File: src/rtl/team_06_i2s_pkg.sv
// Shared types and default parameter values for the multi-channel I2S receiver.
package team_06_i2s_pkg;

  localparam int unsigned DefDataW     = 16;
  localparam int unsigned DefNumCh     = 2;
  localparam int unsigned DefClkDiv    = 8;
  localparam int unsigned DefFifoDepth = 4;

  typedef enum logic {
    StIdle,
    StRun
  } state_e;

endpackage

File: src/rtl/team_06_sample_fifo.sv
// First-word fall-through sample FIFO; a push into a full FIFO without a pop is dropped.
module team_06_sample_fifo #(
  parameter int unsigned WIDTH = 17,
  parameter int unsigned DEPTH = 4
) (
  input  logic             clk,
  input  logic             rst,
  input  logic             push,
  input  logic [WIDTH-1:0] wdata,
  input  logic             ready,
  output logic             valid,
  output logic [WIDTH-1:0] rdata,
  output logic             drop
);

  localparam int unsigned PtrW = (DEPTH > 1) ? $clog2(DEPTH) : 1;

  logic [WIDTH-1:0] mem_q [DEPTH];
  logic [PtrW-1:0]  wr_q, rd_q;
  logic [PtrW:0]    cnt_q;
  logic             empty, full, pop, do_push;

  always_comb begin
    empty   = (cnt_q == '0);
    full    = (cnt_q == (PtrW + 1)'(DEPTH));
    pop     = !empty && ready;
    // A pop frees the slot in the same cycle, so a full FIFO still accepts.
    do_push = push && (!full || pop);
    drop    = push && full && !pop;
    valid   = !empty;
    rdata   = empty ? '0 : mem_q[rd_q];
  end

  always_ff @(posedge clk) begin
    if (rst) begin
      wr_q  <= '0;
      rd_q  <= '0;
      cnt_q <= '0;
    end else begin
      if (do_push) wr_q <= wr_q + PtrW'(1);
      if (pop)     rd_q <= rd_q + PtrW'(1);
      if (do_push && !pop)      cnt_q <= cnt_q + (PtrW + 1)'(1);
      else if (!do_push && pop) cnt_q <= cnt_q - (PtrW + 1)'(1);
    end
  end

  always_ff @(posedge clk) begin
    if (do_push) mem_q[wr_q] <= wdata;
  end

endmodule

File: src/rtl/team_06_i2s_rx_multi.sv
// I2S master receiver: generates sck/ws, deserialises ADC slots and queues samples in a FIFO.
module team_06_i2s_rx_multi
  import team_06_i2s_pkg::*;
#(
  parameter int unsigned DATA_W     = DefDataW,
  parameter int unsigned NUM_CH     = DefNumCh,
  parameter int unsigned CLK_DIV    = DefClkDiv,
  parameter int unsigned FIFO_DEPTH = DefFifoDepth
) (
  input  logic              clk,
  input  logic              rst,
  input  logic              en,
  input  logic              adc_serial_in,
  output logic              sck,
  output logic              ws,
  output logic [DATA_W-1:0] sample_out,
  output logic              ch_out,
  output logic              sample_valid,
  input  logic              sample_ready,
  output logic              overflow,
  input  logic              clear_ovf
);

  localparam int unsigned DivW = $clog2(CLK_DIV);
  localparam int unsigned CntW = $clog2(DATA_W + 1);

  state_e            state_q, state_d;
  logic [DivW-1:0]   div_q, div_d;
  logic [CntW-1:0]   cnt_q, cnt_d;
  logic [DATA_W-2:0] shift_q, shift_d;
  logic              sck_q, sck_d, ws_q, ws_d, ovf_q, ovf_d;
  logic              run, wrap, push, drop;
  logic [DATA_W:0]   push_data;

  always_comb begin
    state_d = state_q;
    unique case (state_q)
      StIdle: if (en)  state_d = StRun;
      StRun:  if (!en) state_d = StIdle;
      default:         state_d = StIdle;
    endcase
  end

  always_comb begin
    div_d     = div_q;
    cnt_d     = cnt_q;
    shift_d   = shift_q;
    sck_d     = sck_q;
    ws_d      = ws_q;
    push      = 1'b0;
    push_data = {ws_q, shift_q, adc_serial_in};
    run       = (state_q == StRun) && en;
    wrap      = (div_q == DivW'(CLK_DIV - 1));
    if (!run) begin
      div_d   = '0;
      cnt_d   = '0;
      shift_d = '0;
      sck_d   = 1'b0;
      ws_d    = 1'b0;
    end else begin
      div_d = wrap ? '0 : div_q + DivW'(1);
      if (wrap) begin
        sck_d = !sck_q;
        if (!sck_q) begin
          // Rise event: bit 0 is the I2S delay bit and is not captured.
          if (cnt_q != '0) shift_d = {shift_q[DATA_W-3:0], adc_serial_in};
          if (cnt_q == CntW'(DATA_W)) begin
            cnt_d = '0;
            push  = (NUM_CH == 2) || !ws_q;
          end else begin
            cnt_d = cnt_q + CntW'(1);
          end
        end else if (cnt_q == '0) begin
          // Counter only sits at 0 on a fall right after the last bit of a slot.
          ws_d = !ws_q;
        end
      end
    end
    ovf_d = (ovf_q && !clear_ovf) || drop;
  end

  always_ff @(posedge clk) begin
    if (rst) begin
      state_q <= StIdle;
      div_q   <= '0;
      cnt_q   <= '0;
      shift_q <= '0;
      sck_q   <= 1'b0;
      ws_q    <= 1'b0;
      ovf_q   <= 1'b0;
    end else begin
      state_q <= state_d;
      div_q   <= div_d;
      cnt_q   <= cnt_d;
      shift_q <= shift_d;
      sck_q   <= sck_d;
      ws_q    <= ws_d;
      ovf_q   <= ovf_d;
    end
  end

  team_06_sample_fifo #(
    .WIDTH (DATA_W + 1),
    .DEPTH (FIFO_DEPTH)
  ) u_fifo (
    .clk   (clk),
    .rst   (rst),
    .push  (push),
    .wdata (push_data),
    .ready (sample_ready),
    .valid (sample_valid),
    .rdata ({ch_out, sample_out}),
    .drop  (drop)
  );

  assign sck      = sck_q;
  assign ws       = ws_q;
  assign overflow = ovf_q;

endmodule

File: config.mk
export PLATFORM = sky130hd
export DESIGN_NAME = team_06_i2s_rx_multi
export DESIGN_NICKNAME = d
export VERILOG_FILES = /design/src/rtl/team_06_i2s_pkg.sv /design/src/rtl/team_06_sample_fifo.sv /design/src/rtl/team_06_i2s_rx_multi.sv
export SDC_FILE = /design/constraint.sdc
export NUM_CORES = 1
export LEC_CHECK = 0
export ABC_AREA = 1
export ABC_CLOCK_PERIOD_IN_PS = 6800
export CAP_MARGIN = 20
export CORE_MARGIN = 3
export CORE_UTILIZATION = 50
export DETAILED_ROUTE_END_ITERATION = 16
export PLACE_DENSITY = 0.69
export SKIP_LAST_GASP = 1
export SYNTH_ARGS = -nofsm -noshare
export SYNTH_HDL_FRONTEND = slang
export SYNTH_HIERARCHICAL = 1
export SYNTH_SLANG_ARGS = --single-unit
File: constraint.sdc
create_clock -name clk -period 6.8 [get_ports clk]
set_input_delay 1.7 -clock clk [delete_from_list [all_inputs] [get_ports clk]]
set_output_delay 1.7 -clock clk [all_outputs]
set_load 0.02 [all_outputs]
==> results of run 1 <==
## registers in the layout (all words and copies together) (netlist names), named ones only
| signal | cells |
|---|---|
| ws | 1 |
| u_fifo/wr_q | 2 |
| u_fifo/rd_q | 2 |
| overflow | 1 |
| u_fifo/cnt_q | 3 |
| shift_q | 15 |
| cnt_q | 5 |
| state_q | 1 |
| sck | 1 |
| u_fifo/mem_q | 68 |
| div_q | 3 |
## cell type report
| class | instances | area share |
|---|---|---|
| tap | 105 | 0.02696 |
| inverter | 37 | 0.03107 |
| multi-input combinational | 273 | 0.2776 |
| sequential | 104 | 0.5670 |
| timing repair buffer | 31 | 0.06112 |
| clock buffer | 9 | 0.02542 |
| clock inverter | 7 | 0.01079 |
## routing by layer
metal  track usage  up-vias  wire [um]
met4       0.06408        0        104
met3       0.02849       11        399
met5             0        -          0
met1        0.2287     1316       3628
li1              -     1470          -
met2        0.2658       56       3631
## final timing paths
kind,slack (ps),cells past startpoint,start,endpoint
min reg2reg,440,1,div_q[0]$_SDFF_PP0_,div_q[0]$_SDFF_PP0_
max,2500,5,flip-flop,sample_out[6]
min,440,1,div_q[0]$_SDFF_PP0_,div_q[0]$_SDFF_PP0_
max reg2reg,3950,17,div_q[0]$_SDFF_PP0_,u_fifo/cnt_q[2]$_SDFFE_PP0P_
## layout by cell type (no fill, tap or decap), types with 3 or more instances in the layout
cell,instances
clkdlybuf4s50_1,26
ha_1,9
nand2_1,37
nor2_1,117
nor2_2,12
nand3b_1,15
clkinv_4,3
buf_4,5
a21oi_1,26
clkbuf_8,9
o21ai_1,23
inv_6,3
inv_2,4
dfxtp_1,36
edfxtp_1,68
inv_4,3
xor2_1,4
nand3_1,9
inv_1,29
o21ai_0,13
## logic make-up (layout without fill, tap and decap cells)
group	after synthesis	count (layout)	share of synthesized area
AOI/OAI and AO/OA	62	62	0.07039
xor gates and xnor gates	4	4	0.007947
adders and majority gates	10	10	0.03009
and+or+nand+nor	197	197	0.1984
buffers and inverters	52	84	0.06642
DFF	104	104	0.6267
## report_power, final
part	internal, W	switching [W]	leakage, nW	total, W
clock network	0.000137	0.000209	0.0920	0.000346
registers	0.000680	0.0000160	0.920	0.000696
logic	0.000199	0.000315	0.701	0.000514
total	0.00101	0.000540	1.71	0.00156
## through the flow
stage | power, W | setup slack [ps] | instances
3_5_place_dp | 0.001226 | 2762 | 550
3_3_place_gp | 0.001219 | 2818 | 550
4_1_cts | 0.001568 | 2454 | 566
2_1_floorplan | 0.001045 | 3318 | 429
5_1_grt | 0.001638 | 2349 | 566
6_report | 0.001555 | 2498 | 566
==> impl_metrics.toml, run 1 <==
[power_and_ir_drop]
cell_pwr_density_nw_per_um2 = 319.2
leakagePower_nw = 1.713
max-vdd-ir-drop_v = 0.0001337

[critical_path]
crit_path_start_kind = "flip-flop"
cpMaxStageDelayCell = "dfxtp_1"
critical_path.n_buffers_inverters = 2
max_stage_delay_ps = 880
critical_path.max_fanout = 18
worstPathCellList = "inv_4, nor2_1, o21ai_1, a21oi_1, clkdlybuf4s50_1"
worstSetupPathType = "flip-flop to primary output"
cpLargestDelayFamily = "buffers and inverters"
critPathCaptureType = "primary output"
worstPathRequired_ps = 5100
worst_ep_arrival_time_ps = 2600

[global_route]
grt_overflow = 0
first_pass_grt_wire_length_mm = 13.01
globalRouteTotalUtil = 0.1665
number_of_antenna_violations_at_the_first_check_in_global_routing = 0
first_global_vias = 2624
grt_max_degree = 36

[route]
drt_iter0_drc = 153
route.vias.total = 2853
wirelength_mm = 7.764
drt_pass_1_iters = 4
wl_per_cell_um = 13.72
count_of_unresolved_drc_violations_after_routing = 0
drt-vias-per-instance = 5.041
detail-route-antenna-nets = 0

[synthesis]
yosys.cell_types.count = 28
primary_ff_master_synth = "edfxtp_1"
top_area_cell_type_share_of_the_netlist_area = 0.4632
post-synth-top-area-cell = "edfxtp_1"
synth_enable_flop_cells = 68
synth.top_cells.by_area = "edfxtp_1 46%, dfxtp_1 16%, nor2_1 10%, nand2_1 3.2%, a21oi_1 3.0%"
post-synth-top-count-cell = "nor2_1"
mappedNetlistNets = 445
synth_area_um2 = 4408
gate_count_after_technology_mapping = 429
synth_sequential_area_ratio = 0.6267
ys_async_sr_fraction = 0
ys_seq_elements = 104
count_of_yosys_warnings_during_synthesis = 6
post_synthesis_average_cell_area_um2 = 10.28
synth.top_cells.by_count = "117 x nor2_1, 68 x edfxtp_1, 37 x nand2_1"

[min_path]
min_path_type = "flip-flop to flip-flop"

[clock_tree]
worst_setup_hold_path_clk_slew_ps = 100
clk_root_buffer_cell = "clkbuf_8"
tritoncts.num_buffers = 9
cts_resized = 0
cts_max_path_buffers = 2
cts.hold.buffers_added = 0
cts.repair_timing.setup_buffer_count = 0
clock_insertion_delay_worst_skew_ps = 360
clock_tree_from_tritoncts = "yes"
htree_num_levels = 3
numClockSinks = 104

[floorplanning]
die_area_um2 = 9979
floorplan.die.width_um = 99.90
initial_utilization = 0.5259
floorplan.core_area_um2 = 8382
floorplan.die.height_um = 99.90
row_count = 33
io_pins = 27

[timing]
timing.final.hold_violations = 0
setup_tns_ps = 0
clock-skew-final_ps = 10.88
grt_setup_unrepaired = "no"
max_slew.worst_pin.slew_ps = 828.1
finalCritPeriodShare = 0.6326
final-max-slew-violation-count = 0
finalCriticalPeriod_ps = 4302
worst_hold_slack_ps = 440.1
setup_violations = 0
slew_headroom = 0.4472
maxClockFrequency_mhz = 232.5

[final_layout]
diodes = 0
n_fill_cell = 727
multiInputGateArea_um2 = 1353
nNetsFinal = 472
final_cell_area_um2 = 4872
layout.area.seq_um2 = 2763
fin_util = 0.5813
drive_gt1_frac = 0.09761
area_growth_pct = 10.53

[placement]
placement.cell_area_um2 = 4696
routabilityCongestion = 0.7853
placement.io_buffers = 26
detailedPlacementHpwl_mm = 4.612

[run_status]
status = "completed"

[job]
cap_violations = 0
Power figures use the tool's default switching activity.
==> inputs of run 2 (changes only) <==
--- a/config.mk
+++ b/config.mk
@@ -6,7 +6,7 @@
 export NUM_CORES = 1
 export LEC_CHECK = 0
 export ABC_AREA = 1
-export ABC_CLOCK_PERIOD_IN_PS = 6800
+export ABC_CLOCK_PERIOD_IN_PS = 4200
 export CAP_MARGIN = 20
 export CORE_MARGIN = 3
 export CORE_UTILIZATION = 50
==> constraint.sdc (replaced) <==
create_clock -name clk -period 4.2 [get_ports clk]
set_input_delay 1.05 -clock clk [delete_from_list [all_inputs] [get_ports clk]]
set_output_delay 1.05 -clock clk [all_outputs]
set_load 0.02 [all_outputs]
==> impl_metrics.toml, run 2 (synthesis gave the netlist of run 1 again) <==
[timing]
slew_headroom = 0.4109
setup_tns_ps = 0
final-max-slew-violation-count = 0
grt_setup_unrepaired = "no"
finalCriticalPeriod_ps = 3689
maxClockFrequency_mhz = 271.0
clock-skew-final_ps = 10.70
max_slew.worst_pin.slew_ps = 882.4
setup_violations = 0
finalCritPeriodShare = 0.8784
timing.final.hold_violations = 0

[floorplanning]
floorplan.core_area_um2 = 8382
floorplan.die.width_um = 99.90
die_area_um2 = 9979
initial_utilization = 0.5259
floorplan.die.height_um = 99.90
io_pins = 27
row_count = 33

[power_and_ir_drop]
leakagePower_nw = 1.706
max-vdd-ir-drop_v = 0.0001980
cell_pwr_density_nw_per_um2 = 514.3

[critical_path]
critical_path_cell_count = 6
worstSetupPathType = "flip-flop to primary output"
rr_worst_depth = 17
cpMaxStageDelayCell = "dfxtp_1"
max_stage_delay_ps = 910
critical_path.n_buffers_inverters = 2
critical_path.max_fanout = 21
worstPathCellList = "buf_4, nor2_1, nor2_1, o21ai_1, a21oi_1, clkdlybuf4s50_1"
critPathCaptureType = "primary output"
worst_path_most_repeated_cell = "nor2_1"
crit_path_start_kind = "flip-flop"
cpLargestDelayFamily = "buffers and inverters"
r2r_slack_ps = 1400
worst_ep_arrival_time_ps = 2640
worstPathRequired_ps = 3150

[placement]
placement.cell_area_um2 = 4703
placement.io_buffers = 26
routabilityCongestion = 0.7813
dp.cells = 551
detailedPlacementHpwl_mm = 4.845

[global_route]
grt_overflow = 0
first_global_vias = 2698
first_pass_grt_wire_length_mm = 13.19
number_of_antenna_violations_at_the_first_check_in_global_routing = 0
grt_max_degree = 35
globalRouteTotalUtil = 0.1705

[final_layout]
largest_register_ffs = 68
layout.area.seq_um2 = 2763
diodes = 0
drive_gt1_frac = 0.09740
area_growth_pct = 10.45
multiInputGateArea_um2 = 1353
layout.cells.most_common = "nor2_1"
final_cell_mix = "117 x nor2_1, 68 x edfxtp_1, 37 x nand2_1, 36 x dfxtp_1, 29 x inv_1"
nNetsFinal = 473
finish.cell_count_without_fillers = 567
n_fill_cell = 715
fin_util = 0.5808
regMostFlops = "u_fifo/mem_q"
largest_registers = "u_fifo/mem_q (68), shift_q (15), cnt_q (5)"
final_cell_area_um2 = 4868

[clock_tree]
numClockSinks = 104
clk_root_buffer_cell = "clkbuf_8"
cts_resized = 0
cts.hold.buffers_added = 0
htree_num_levels = 3
clock_insertion_delay_worst_skew_ps = 360
tritoncts.num_buffers = 9
clock_tree_from_tritoncts = "yes"
worst_setup_hold_path_clk_slew_ps = 100
cts.repair_timing.setup_buffer_count = 0
cts_max_path_buffers = 2

[route]
detail-route-antenna-nets = 0
drt_pass_1_iters = 5
wirelength_mm = 7.894
wl_per_cell_um = 13.92
drt-vias-per-instance = 5.079
route.vias.total = 2880
count_of_unresolved_drc_violations_after_routing = 0
drt_iter0_drc = 140

[min_path]
min_path_type = "flip-flop to flip-flop"
whs_path_depth = 1

[job]
cap_violations = 0

[run_status]
status = "completed"
-- run 2: path summary, 6_finish.rpt --
check	startpoint	to
worst min-delay path	div_q[0]$_SDFF_PP0_	div_q[0]$_SDFF_PP0_
worst max register to register	div_q[0]$_SDFF_PP0_	u_fifo/cnt_q[2]$_SDFFE_PP0P_
worst max-delay path	flip-flop	sample_out[3]
worst min register to register	div_q[0]$_SDFF_PP0_	div_q[0]$_SDFF_PP0_
-- run 2: area by class of cell --
cell class / instances / area share
Clock buffer: 11 / 0.02699
Clock inverter: 5 / 0.006939
Inverter: 37 / 0.03110
Multi-Input combinational cell: 273 / 0.2778
Sequential cell: 104 / 0.5675
Tap cell: 105 / 0.02699
Timing Repair Buffer: 32 / 0.06271
-- run 2: power by group --
group	switching [W]	internal, W	total [W]
clock network	0.000326	0.000216	0.000543
logic	0.000492	0.000324	0.000815
registers	0.0000458	0.00110	0.00115
-- run 2: layer usage --
layer	wire, um	vias up	global-route usage
met3	502	13	0.04517
met4	157	0	0.05777
met2	3708	69	0.2817
li1	-	1468	-
met5	0	-	0
met1	3525	1330	0.2186
-- run 2: worst register-to-register path, cell delays in order, from the launching register on --
cell	delay, ps
dfxtp_1	340
ha_1	150
ha_1	250
nand3_1	100
nor2_1	170
inv_1	60
nor3_1	400
nand2_1	220
inv_1	100
ha_1	160
inv_1	60
fa_1	380
inv_1	60
nand2_1	40
nand3_1	80
nand2_1	60
nand2_1	60
nor2_1	40
-- run 2: per-stage QoR --
stage	hold slack (ps)	worst slack, ps	power (W)
6_report	423.9	510.6	0.002504
3_3_place_gp	407.2	876.8	0.001973
2_1_floorplan	399.1	1368	0.001692
5_1_grt	450.6	352.1	0.002646
4_1_cts	433.4	508.9	0.002526
3_5_place_dp	420.7	835.8	0.001990
